## config.mk

```make
export PLATFORM = sky130hd
export DESIGN_NAME = control_unit_flat
export DESIGN_NICKNAME = d
export VERILOG_FILES = /design/src/rtl/control_unit_if.sv /design/src/rtl/control_unit.sv /design/src/flat_wrapper.sv
export SDC_FILE = /design/constraint.sdc
export NUM_CORES = 1
export LEC_CHECK = 0
export BUFFER_PORTS_ARGS = -buffer_cell sky130_fd_sc_hd__buf_2
export CAP_MARGIN = 15
export CORE_MARGIN = 2
export CORE_UTILIZATION = 40
export CTS_CLUSTER_DIAMETER = 100
export CTS_CLUSTER_SIZE = 28
export DETAILED_ROUTE_END_ITERATION = 16
export MAX_ROUTING_LAYER = met4
export PLACE_DENSITY = 0.8
export SLEW_MARGIN = 15
export SYNTH_ARGS = -nofsm -noshare
export SYNTH_HDL_FRONTEND = slang
export SYNTH_SLANG_ARGS = --single-unit
```

## constraint.sdc

```tcl
create_clock -name Clock -period 2.8 [get_ports Clock]
set_clock_uncertainty 0.2 [all_clocks]
set_input_delay 0 -clock Clock [delete_from_list [all_inputs] [get_ports Clock]]
set_output_delay 0 -clock Clock [all_outputs]
set_load 0.01 [all_outputs]
```

## src/rtl/control_unit_if.sv

```systemverilog
// Control bundle between the hardwired control unit and the Mini-SRC datapath.
// IR/CON_Out flow into the unit; every strobe, OP, Run and the state tap flow out.
interface control_unit_if;
   logic [31:0] IR;
   logic        CON_Out;
   logic        PCin, IRin, HIin, LOin, ZHighin, ZLowin, MARin, MDRin, Yin, OutPort;
   logic        PCout, HIout, LOout, ZHighout, ZLowout, MDRout, InPort, Cout, Rout, BAout;
   logic        Gra, Grb, Grc, Rin;
   logic        Read, Write, IncPC, CON_In;
   logic [4:0]  OP;
   logic        Run;
   logic [3:0]  state_dbg;

   // No handshake: every strobe is a level valid for the whole state, and the
   // datapath captures on the rising edge that ends that state.
   modport master (
      input  IR, CON_Out,
      output PCin, IRin, HIin, LOin, ZHighin, ZLowin, MARin, MDRin, Yin, OutPort,
      output PCout, HIout, LOout, ZHighout, ZLowout, MDRout, InPort, Cout, Rout, BAout,
      output Gra, Grb, Grc, Rin, Read, Write, IncPC, CON_In, OP, Run, state_dbg
   );

   modport slave (
      output IR, CON_Out,
      input  PCin, IRin, HIin, LOin, ZHighin, ZLowin, MARin, MDRin, Yin, OutPort,
      input  PCout, HIout, LOout, ZHighout, ZLowout, MDRout, InPort, Cout, Rout, BAout,
      input  Gra, Grb, Grc, Rin, Read, Write, IncPC, CON_In, OP, Run, state_dbg
   );
endinterface

```

## src/rtl/control_unit.sv

```systemverilog
// Hardwired Mini-SRC control unit: Moore FSM stepping fetch T0-T2 and the
// per-opcode execute steps T3-T7, one control step per clock.
module control_unit (
   input  logic           Clock,
   input  logic           Clear,
   control_unit_if.master bus
);
   typedef enum logic [3:0] {
      S_T0 = 4'd0, S_T1 = 4'd1, S_T2 = 4'd2, S_T3 = 4'd3,
      S_T4 = 4'd4, S_T5 = 4'd5, S_T6 = 4'd6, S_T7 = 4'd7,
      S_RESET = 4'd8, S_HALT = 4'd9
   } state_e;

   localparam logic [4:0] OP_LD   = 5'b00000, OP_LDI  = 5'b00001, OP_ST   = 5'b00010;
   localparam logic [4:0] OP_ADD  = 5'b00011, OP_ROL  = 5'b01011, OP_ADDI = 5'b01100;
   localparam logic [4:0] OP_ORI  = 5'b01110, OP_MUL  = 5'b01111, OP_DIV  = 5'b10000;
   localparam logic [4:0] OP_NEG  = 5'b10001, OP_NOT  = 5'b10010, OP_BR   = 5'b10011;
   localparam logic [4:0] OP_JR   = 5'b10100, OP_JAL  = 5'b10101, OP_IN   = 5'b10110;
   localparam logic [4:0] OP_OUT  = 5'b10111, OP_MFHI = 5'b11000, OP_MFLO = 5'b11001;
   localparam logic [4:0] OP_HALT = 5'b11011;

   state_e     state, state_next;
   logic [4:0] opc;
   logic       is_ralu, is_ialu, is_negnot, is_muldiv, is_mem, is_short;
   logic [2:0] last_step;
   logic       unused_ir;

   assign opc       = bus.IR[31:27];
   assign unused_ir = ^bus.IR[26:0];

   assign is_ralu   = (opc >= OP_ADD) && (opc <= OP_ROL);
   assign is_ialu   = (opc >= OP_ADDI) && (opc <= OP_ORI);
   assign is_negnot = (opc == OP_NEG) || (opc == OP_NOT);
   assign is_muldiv = (opc == OP_MUL) || (opc == OP_DIV);
   assign is_mem    = (opc == OP_LD) || (opc == OP_LDI) || (opc == OP_ST);
   assign is_short  = (opc == OP_JR) || (opc == OP_IN) || (opc == OP_OUT) ||
                      (opc == OP_MFHI) || (opc == OP_MFLO);

   // Final control step of each instruction class; 2 means fetch-only (nop, undefined).
   always_comb begin
      last_step = 3'd2;
      if (is_short)                                   last_step = 3'd3;
      else if ((opc == OP_JAL) || is_negnot)          last_step = 3'd4;
      else if (is_ralu || is_ialu || opc == OP_LDI)   last_step = 3'd5;
      else if (is_muldiv || opc == OP_BR)             last_step = 3'd6;
      else if ((opc == OP_LD) || (opc == OP_ST))      last_step = 3'd7;
   end

   always_ff @(posedge Clock or posedge Clear) begin
      if (Clear) state <= S_RESET;
      else       state <= state_next;
   end

   always_comb begin
      state_next = state;
      case (state)
         S_RESET: state_next = S_T0;
         S_T0:    state_next = S_T1;
         S_T1:    state_next = S_T2;
         S_T2: begin
            if (opc == OP_HALT)         state_next = S_HALT;
            else if (last_step == 3'd2) state_next = S_T0;
            else                        state_next = S_T3;
         end
         S_HALT:  state_next = S_HALT;
         default: begin
            if (state[2:0] == last_step) state_next = S_T0;
            else                         state_next = state_e'(state + 4'd1);
         end
      endcase
   end

   always_comb begin
      bus.PCin = 1'b0;    bus.IRin = 1'b0;    bus.HIin = 1'b0;     bus.LOin = 1'b0;
      bus.ZHighin = 1'b0; bus.ZLowin = 1'b0;  bus.MARin = 1'b0;    bus.MDRin = 1'b0;
      bus.Yin = 1'b0;     bus.OutPort = 1'b0; bus.PCout = 1'b0;    bus.HIout = 1'b0;
      bus.LOout = 1'b0;   bus.ZHighout = 1'b0; bus.ZLowout = 1'b0; bus.MDRout = 1'b0;
      bus.InPort = 1'b0;  bus.Cout = 1'b0;    bus.Rout = 1'b0;     bus.BAout = 1'b0;
      bus.Gra = 1'b0;     bus.Grb = 1'b0;     bus.Grc = 1'b0;      bus.Rin = 1'b0;
      bus.Read = 1'b0;    bus.Write = 1'b0;   bus.IncPC = 1'b0;    bus.CON_In = 1'b0;
      bus.OP = 5'b00000;
      bus.Run = (state != S_RESET) && (state != S_HALT);
      bus.state_dbg = state;
      case (state)
         S_T0: begin bus.PCout = 1'b1; bus.MARin = 1'b1; bus.IncPC = 1'b1; bus.ZLowin = 1'b1; end
         S_T1: begin bus.ZLowout = 1'b1; bus.PCin = 1'b1; bus.Read = 1'b1; bus.MDRin = 1'b1; end
         S_T2: begin bus.MDRout = 1'b1; bus.IRin = 1'b1; end
         S_T3: begin
            if (is_ralu || is_ialu) begin
               bus.Grb = 1'b1; bus.Rout = 1'b1; bus.Yin = 1'b1;
            end else if (is_negnot) begin
               bus.Grb = 1'b1; bus.Rout = 1'b1; bus.OP = opc; bus.ZLowin = 1'b1;
            end else if (is_muldiv) begin
               bus.Gra = 1'b1; bus.Rout = 1'b1; bus.Yin = 1'b1;
            end else if (is_mem) begin
               bus.Grb = 1'b1; bus.BAout = 1'b1; bus.Yin = 1'b1;
            end else begin
               case (opc)
                  OP_BR:   begin bus.Gra = 1'b1; bus.Rout = 1'b1; bus.CON_In = 1'b1; end
                  OP_JR:   begin bus.Gra = 1'b1; bus.Rout = 1'b1; bus.PCin = 1'b1; end
                  OP_JAL:  begin bus.PCout = 1'b1; bus.Grb = 1'b1; bus.Rin = 1'b1; end
                  OP_IN:   begin bus.InPort = 1'b1; bus.Gra = 1'b1; bus.Rin = 1'b1; end
                  OP_OUT:  begin bus.Gra = 1'b1; bus.Rout = 1'b1; bus.OutPort = 1'b1; end
                  OP_MFHI: begin bus.HIout = 1'b1; bus.Gra = 1'b1; bus.Rin = 1'b1; end
                  OP_MFLO: begin bus.LOout = 1'b1; bus.Gra = 1'b1; bus.Rin = 1'b1; end
                  default: ;
               endcase
            end
         end
         S_T4: begin
            if (is_ralu || is_muldiv) begin
               bus.Grc = is_ralu; bus.Grb = is_muldiv; bus.Rout = 1'b1;
               bus.OP = opc; bus.ZHighin = 1'b1; bus.ZLowin = 1'b1;
            end else if (is_ialu) begin
               bus.Cout = 1'b1; bus.OP = opc; bus.ZHighin = 1'b1; bus.ZLowin = 1'b1;
            end else if (is_negnot) begin
               bus.ZLowout = 1'b1; bus.Gra = 1'b1; bus.Rin = 1'b1;
            end else if (is_mem) begin
               bus.Cout = 1'b1; bus.OP = OP_ADD; bus.ZLowin = 1'b1;
            end else if (opc == OP_BR) begin
               bus.PCout = 1'b1; bus.Yin = 1'b1;
            end else if (opc == OP_JAL) begin
               bus.Gra = 1'b1; bus.Rout = 1'b1; bus.PCin = 1'b1;
            end
         end
         S_T5: begin
            if (is_ralu || is_ialu || opc == OP_LDI) begin
               bus.ZLowout = 1'b1; bus.Gra = 1'b1; bus.Rin = 1'b1;
            end else if (is_muldiv) begin
               bus.ZLowout = 1'b1; bus.LOin = 1'b1;
            end else if ((opc == OP_LD) || (opc == OP_ST)) begin
               bus.ZLowout = 1'b1; bus.MARin = 1'b1;
            end else if (opc == OP_BR) begin
               bus.Cout = 1'b1; bus.OP = OP_ADD; bus.ZLowin = 1'b1;
            end
         end
         S_T6: begin
            if (is_muldiv) begin
               bus.ZHighout = 1'b1; bus.HIin = 1'b1;
            end else if (opc == OP_LD) begin
               bus.Read = 1'b1; bus.MDRin = 1'b1;
            end else if (opc == OP_ST) begin
               bus.Gra = 1'b1; bus.Rout = 1'b1; bus.MDRin = 1'b1;
            end else if (opc == OP_BR) begin
               bus.ZLowout = bus.CON_Out; bus.PCin = bus.CON_Out;
            end
         end
         S_T7: begin
            if (opc == OP_LD) begin
               bus.MDRout = 1'b1; bus.Gra = 1'b1; bus.Rin = 1'b1;
            end else if (opc == OP_ST) begin
               bus.Write = 1'b1;
            end
         end
         default: ;
      endcase
   end
endmodule

```

## src/flat_wrapper.sv

```systemverilog
// flat-port wrapper written by rule: the top's interface ports become plain ports
module control_unit_flat 
  (Clock, Clear, bus_IR, bus_CON_Out, bus_PCin, bus_IRin, bus_HIin, bus_LOin, bus_ZHighin, bus_ZLowin, bus_MARin, bus_MDRin, bus_Yin, bus_OutPort, bus_PCout, bus_HIout, bus_LOout, bus_ZHighout, bus_ZLowout, bus_MDRout, bus_InPort, bus_Cout, bus_Rout, bus_BAout, bus_Gra, bus_Grb, bus_Grc, bus_Rin, bus_Read, bus_Write, bus_IncPC, bus_CON_In, bus_OP, bus_Run, bus_state_dbg);
  control_unit_if bus_i ();
  input  logic Clock;
  input  logic Clear;
  input wire logic [$bits(bus_i.IR)-1:0] bus_IR;
  input wire logic [$bits(bus_i.CON_Out)-1:0] bus_CON_Out;
  output wire logic [$bits(bus_i.PCin)-1:0] bus_PCin;
  output wire logic [$bits(bus_i.IRin)-1:0] bus_IRin;
  output wire logic [$bits(bus_i.HIin)-1:0] bus_HIin;
  output wire logic [$bits(bus_i.LOin)-1:0] bus_LOin;
  output wire logic [$bits(bus_i.ZHighin)-1:0] bus_ZHighin;
  output wire logic [$bits(bus_i.ZLowin)-1:0] bus_ZLowin;
  output wire logic [$bits(bus_i.MARin)-1:0] bus_MARin;
  output wire logic [$bits(bus_i.MDRin)-1:0] bus_MDRin;
  output wire logic [$bits(bus_i.Yin)-1:0] bus_Yin;
  output wire logic [$bits(bus_i.OutPort)-1:0] bus_OutPort;
  output wire logic [$bits(bus_i.PCout)-1:0] bus_PCout;
  output wire logic [$bits(bus_i.HIout)-1:0] bus_HIout;
  output wire logic [$bits(bus_i.LOout)-1:0] bus_LOout;
  output wire logic [$bits(bus_i.ZHighout)-1:0] bus_ZHighout;
  output wire logic [$bits(bus_i.ZLowout)-1:0] bus_ZLowout;
  output wire logic [$bits(bus_i.MDRout)-1:0] bus_MDRout;
  output wire logic [$bits(bus_i.InPort)-1:0] bus_InPort;
  output wire logic [$bits(bus_i.Cout)-1:0] bus_Cout;
  output wire logic [$bits(bus_i.Rout)-1:0] bus_Rout;
  output wire logic [$bits(bus_i.BAout)-1:0] bus_BAout;
  output wire logic [$bits(bus_i.Gra)-1:0] bus_Gra;
  output wire logic [$bits(bus_i.Grb)-1:0] bus_Grb;
  output wire logic [$bits(bus_i.Grc)-1:0] bus_Grc;
  output wire logic [$bits(bus_i.Rin)-1:0] bus_Rin;
  output wire logic [$bits(bus_i.Read)-1:0] bus_Read;
  output wire logic [$bits(bus_i.Write)-1:0] bus_Write;
  output wire logic [$bits(bus_i.IncPC)-1:0] bus_IncPC;
  output wire logic [$bits(bus_i.CON_In)-1:0] bus_CON_In;
  output wire logic [$bits(bus_i.OP)-1:0] bus_OP;
  output wire logic [$bits(bus_i.Run)-1:0] bus_Run;
  output wire logic [$bits(bus_i.state_dbg)-1:0] bus_state_dbg;
  assign bus_i.IR = bus_IR;
  assign bus_i.CON_Out = bus_CON_Out;
  assign bus_PCin = bus_i.PCin;
  assign bus_IRin = bus_i.IRin;
  assign bus_HIin = bus_i.HIin;
  assign bus_LOin = bus_i.LOin;
  assign bus_ZHighin = bus_i.ZHighin;
  assign bus_ZLowin = bus_i.ZLowin;
  assign bus_MARin = bus_i.MARin;
  assign bus_MDRin = bus_i.MDRin;
  assign bus_Yin = bus_i.Yin;
  assign bus_OutPort = bus_i.OutPort;
  assign bus_PCout = bus_i.PCout;
  assign bus_HIout = bus_i.HIout;
  assign bus_LOout = bus_i.LOout;
  assign bus_ZHighout = bus_i.ZHighout;
  assign bus_ZLowout = bus_i.ZLowout;
  assign bus_MDRout = bus_i.MDRout;
  assign bus_InPort = bus_i.InPort;
  assign bus_Cout = bus_i.Cout;
  assign bus_Rout = bus_i.Rout;
  assign bus_BAout = bus_i.BAout;
  assign bus_Gra = bus_i.Gra;
  assign bus_Grb = bus_i.Grb;
  assign bus_Grc = bus_i.Grc;
  assign bus_Rin = bus_i.Rin;
  assign bus_Read = bus_i.Read;
  assign bus_Write = bus_i.Write;
  assign bus_IncPC = bus_i.IncPC;
  assign bus_CON_In = bus_i.CON_In;
  assign bus_OP = bus_i.OP;
  assign bus_Run = bus_i.Run;
  assign bus_state_dbg = bus_i.state_dbg;
  control_unit u_core (.Clock(Clock), .Clear(Clear), .bus(bus_i));
endmodule
```

==> impl_metrics.env <==
export IMPL_status="completed"
export IMPL_cp_arrival_ns=2.35
export IMPL_end_kind="primary output"
export IMPL_synth_edf_count=0
export IMPL_cpPeakStageDelay_ns=0.45
export IMPL_viasPerCell=5.84
export IMPL_crit_slowest_cell="dfrtp_1"
export IMPL_powerDensity_nw_per_um2=680
export IMPL_post_cts_buffers=0
export IMPL_clock_sinks=4
export IMPL_first_pass_iters=6
export IMPL_path_clk_slew_ns=0.04
export IMPL_cp_startpoint="u_core.bus.state_dbg[1]"
export IMPL_rsz0062_at_grt="false"
export IMPL_yosysSeqAreaShare=0.0791
export IMPL_gp_congestion=0.947
export IMPL_fin_util=0.496
export IMPL_netlist_instances=202
export IMPL_die_width_um=60.6
export IMPL_dieArea_sq_um=3670
export IMPL_irDropWorstVdd_mv=0.317
export IMPL_async_flop_share=1.00
export IMPL_diodes=0
export IMPL_cp_num_cells=8
export IMPL_hp_class="in2reg"
export IMPL_hold_viol=0
export IMPL_cts_tree="built"
export IMPL_hpwl_um=3010
export IMPL_hold_start="bus_IR[27]"
export IMPL_die_y_um=60.6
export IMPL_largest_reg_flops=4
export IMPL_synth_top_flop_cell="dfrtp_1"
export IMPL_crit_buf_inv=2
export IMPL_fin_crit_sh=0.912
export IMPL_netSwitchingFraction=0.545
export IMPL_drc_errors=0
export IMPL_totalWireLength_um=3960
export IMPL_power_frac_seq=0.142
export IMPL_clockBufferDepth=2
export IMPL_synthDistinctLibCells=52
export IMPL_grt_max_degree=27
export IMPL_antenna_found_initial=0
export IMPL_tightest_slew_ns=0.539
export IMPL_clk_latency_ns=0.24
export IMPL_clkPwrFrac=0.077
export IMPL_net_switching_power_uw=561
export IMPL_drv_slew=0
export IMPL_post_drt_wl_per_cell_um=14.0
export IMPL_dr_total_vias=1647
export IMPL_cp_start_kind="flip-flop"
export IMPL_grt_usage=0.227
export IMPL_syn_cell_area_sq_um=1280
export IMPL_fmax_ghz=0.391
export IMPL_cpLargestDelayFamily="compound AO/OA/AOI/OAI gates"
export IMPL_critical_path_required_ns=2.60
export IMPL_cts_made_buffers=3
export IMPL_coreArea_sq_um=3050
export IMPL_fin_crit_ns=2.55
export IMPL_crit_chain="inv_1 > ha_1 > and3b_1 > a32oi_1 > o22ai_1 > a31oi_1 > o211ai_1 > buf_2"
export IMPL_tns_ns=0
export IMPL_drt_iter0_drc=198
export IMPL_setup_violations=0
export IMPL_htree_levels=1
export IMPL_ys_warn_count=0
export IMPL_ctsHoldBuffers=2
export IMPL_critPathKind="reg2out"
export IMPL_intPower_uw=469
export IMPL_r2r_cells=6
export IMPL_ant_nets=0
export IMPL_cts_resized=0
export IMPL_post_place_ws_ns=0.587
export IMPL_final_common_cell="buf_2"
export IMPL_grt_pass1_vias=1381
export IMPL_portBuffers=45
export IMPL_synth_avg_cell_area_sq_um=6.34
export IMPL_nNetsFinal=278
export IMPL_cp_max_fo=10
export IMPL_mostFrequentLayoutCells="45 x buf_2, 28 x nand2_1, 17 x nor2_1"
export IMPL_r2r_start="u_core.bus.state_dbg[1]"
export IMPL_synth_nets=241
export IMPL_worst_slack_ns=0.245
export IMPL_max_slew_margin=0.641
export IMPL_drive_gt1_frac=0.248
export IMPL_root_buffer="clkbuf_4"
export IMPL_syn_to_final_growth_pct=18.3
export IMPL_overflow=0
export IMPL_initial_core_util=0.420
export IMPL_fin_area_sq_um=1520
export IMPL_ys_ff_latch=4
export IMPL_p_leak_uw=0.000722
export IMPL_drv_cap=0
export IMPL_worst_hold_path_num_cells=5
export IMPL_rows=20
export IMPL_placed_area_sq_um=1470
export IMPL_num_io_pins=73
export IMPL_combPwrFrac=0.781
export IMPL_grt_pass1_wl_um=6290
==> metal layers <==
layer	global-route usage	share of wire	up-vias
li1	-	-	801
met1	0.322	0.45	745
met2	0.343	0.46	93
met3	0.0277	0.080	8
met4	0.0528	0.013	0
met5	-	0	-
==> area by class of cell <==
class / instances / area, sq um
Fill cell: 337 / 1540
Multi-Input combinational cell: 172 / 1040
Timing Repair Buffer: 49 / 260
Sequential cell: 4 / 101
Tap cell: 44 / 55.1
Inverter: 9 / 33.8
Clock buffer: 4 / 26.3
==> synthesized netlist by cell type (all sizes together) (2+ instances only) <==
master / instances / area, sq um
a22oi: 2 / 15.0
and4: 2 / 17.5
o21ai: 17 / 85.1
nor3: 7 / 35.0
a31oi: 2 / 12.5
a21o: 2 / 15.0
nand3: 14 / 70.1
o211ai: 4 / 40.0
o21a: 5 / 37.5
and3b: 2 / 17.5
clkbuf: 3 / 11.3
o2bb2ai: 2 / 17.5
o221ai: 2 / 17.5
nand2b: 6 / 37.5
nor4: 3 / 25.0
a21oi: 14 / 70.1
and3: 2 / 12.5
nor2: 17 / 63.8
xor2: 2 / 17.5
xnor2: 2 / 17.5
nor3b: 2 / 31.3
inv: 8 / 30.0
and2: 7 / 46.3
nand2: 28 / 105
or3: 2 / 12.5
buf: 14 / 96.3
dfrtp: 3 / 75.1
ha: 4 / 50.1
o22ai: 2 / 12.5
nor2b: 6 / 37.5
a211o: 2 / 17.5
==> power by group through the flow <==
stage / Sequential, uW / Clock, uW / Combinational, uW
2_1_floorplan: 127 / 0 / 561
5_1_grt: 152 / 86.0 / 886
4_1_cts: 143 / 82.5 / 796
3_3_place_gp: 144 / 0 / 779
6_report: 147 / 79.1 / 804
3_5_place_dp: 144 / 0 / 792
==> worst min-delay path, delay by kind of cell <==
kind	cells	cell delay, ns
AO/OA/AOI/OAI	2	0.18
buffers and inverters	1	0.20
AND/OR/NAND/NOR	2	0.30
==> metrics by stage <==
| stage | std cells | hold WS, ns | total power, uW |
|---|---|---|---|
| after CTS | 282 | 0.238 | 1020 |
| after global placement | 276 | -0.313 | 924 |
| after global routing | 282 | 0.291 | 1120 |
| final | 282 | 0.249 | 1030 |
| after detailed placement | 276 | -0.310 | 936 |
| after floorplan | 202 | -0.435 | 689 |
==> cell families (layout without fill, tap and decap cells) <==
group / Yosys count / in the layout / synth area share
buffers and inverters: 26 / 62 / 0.110
adder cells (fa/ha/maj): 4 / 4 / 0.0391
flip-flops: 4 / 4 / 0.0791
AO/OA/AOI/OAI: 61 / 61 / 0.314
multiplexers: 1 / 1 / 0.00781
AND/OR/NAND/NOR: 102 / 102 / 0.422
XOR/XNOR: 4 / 4 / 0.0273
==> worst paths after layout <==
| kind | endpoint | slack, ns |
|---|---|---|
| worst max-delay path | bus_OP[0] | 0.25 |
| min in group asynchronous | u_core.bus.state_dbg[1] | 0.60 |
| max in group asynchronous | u_core.bus.state_dbg[3] | 1.56 |
| worst min-delay path | u_core.bus.state_dbg[3] | 0.25 |
| worst min register to register | u_core.bus.state_dbg[0] | 0.46 |
| worst max register to register | u_core.bus.state_dbg[1] | 0.79 |
Power figures use the tool's default switching activity.
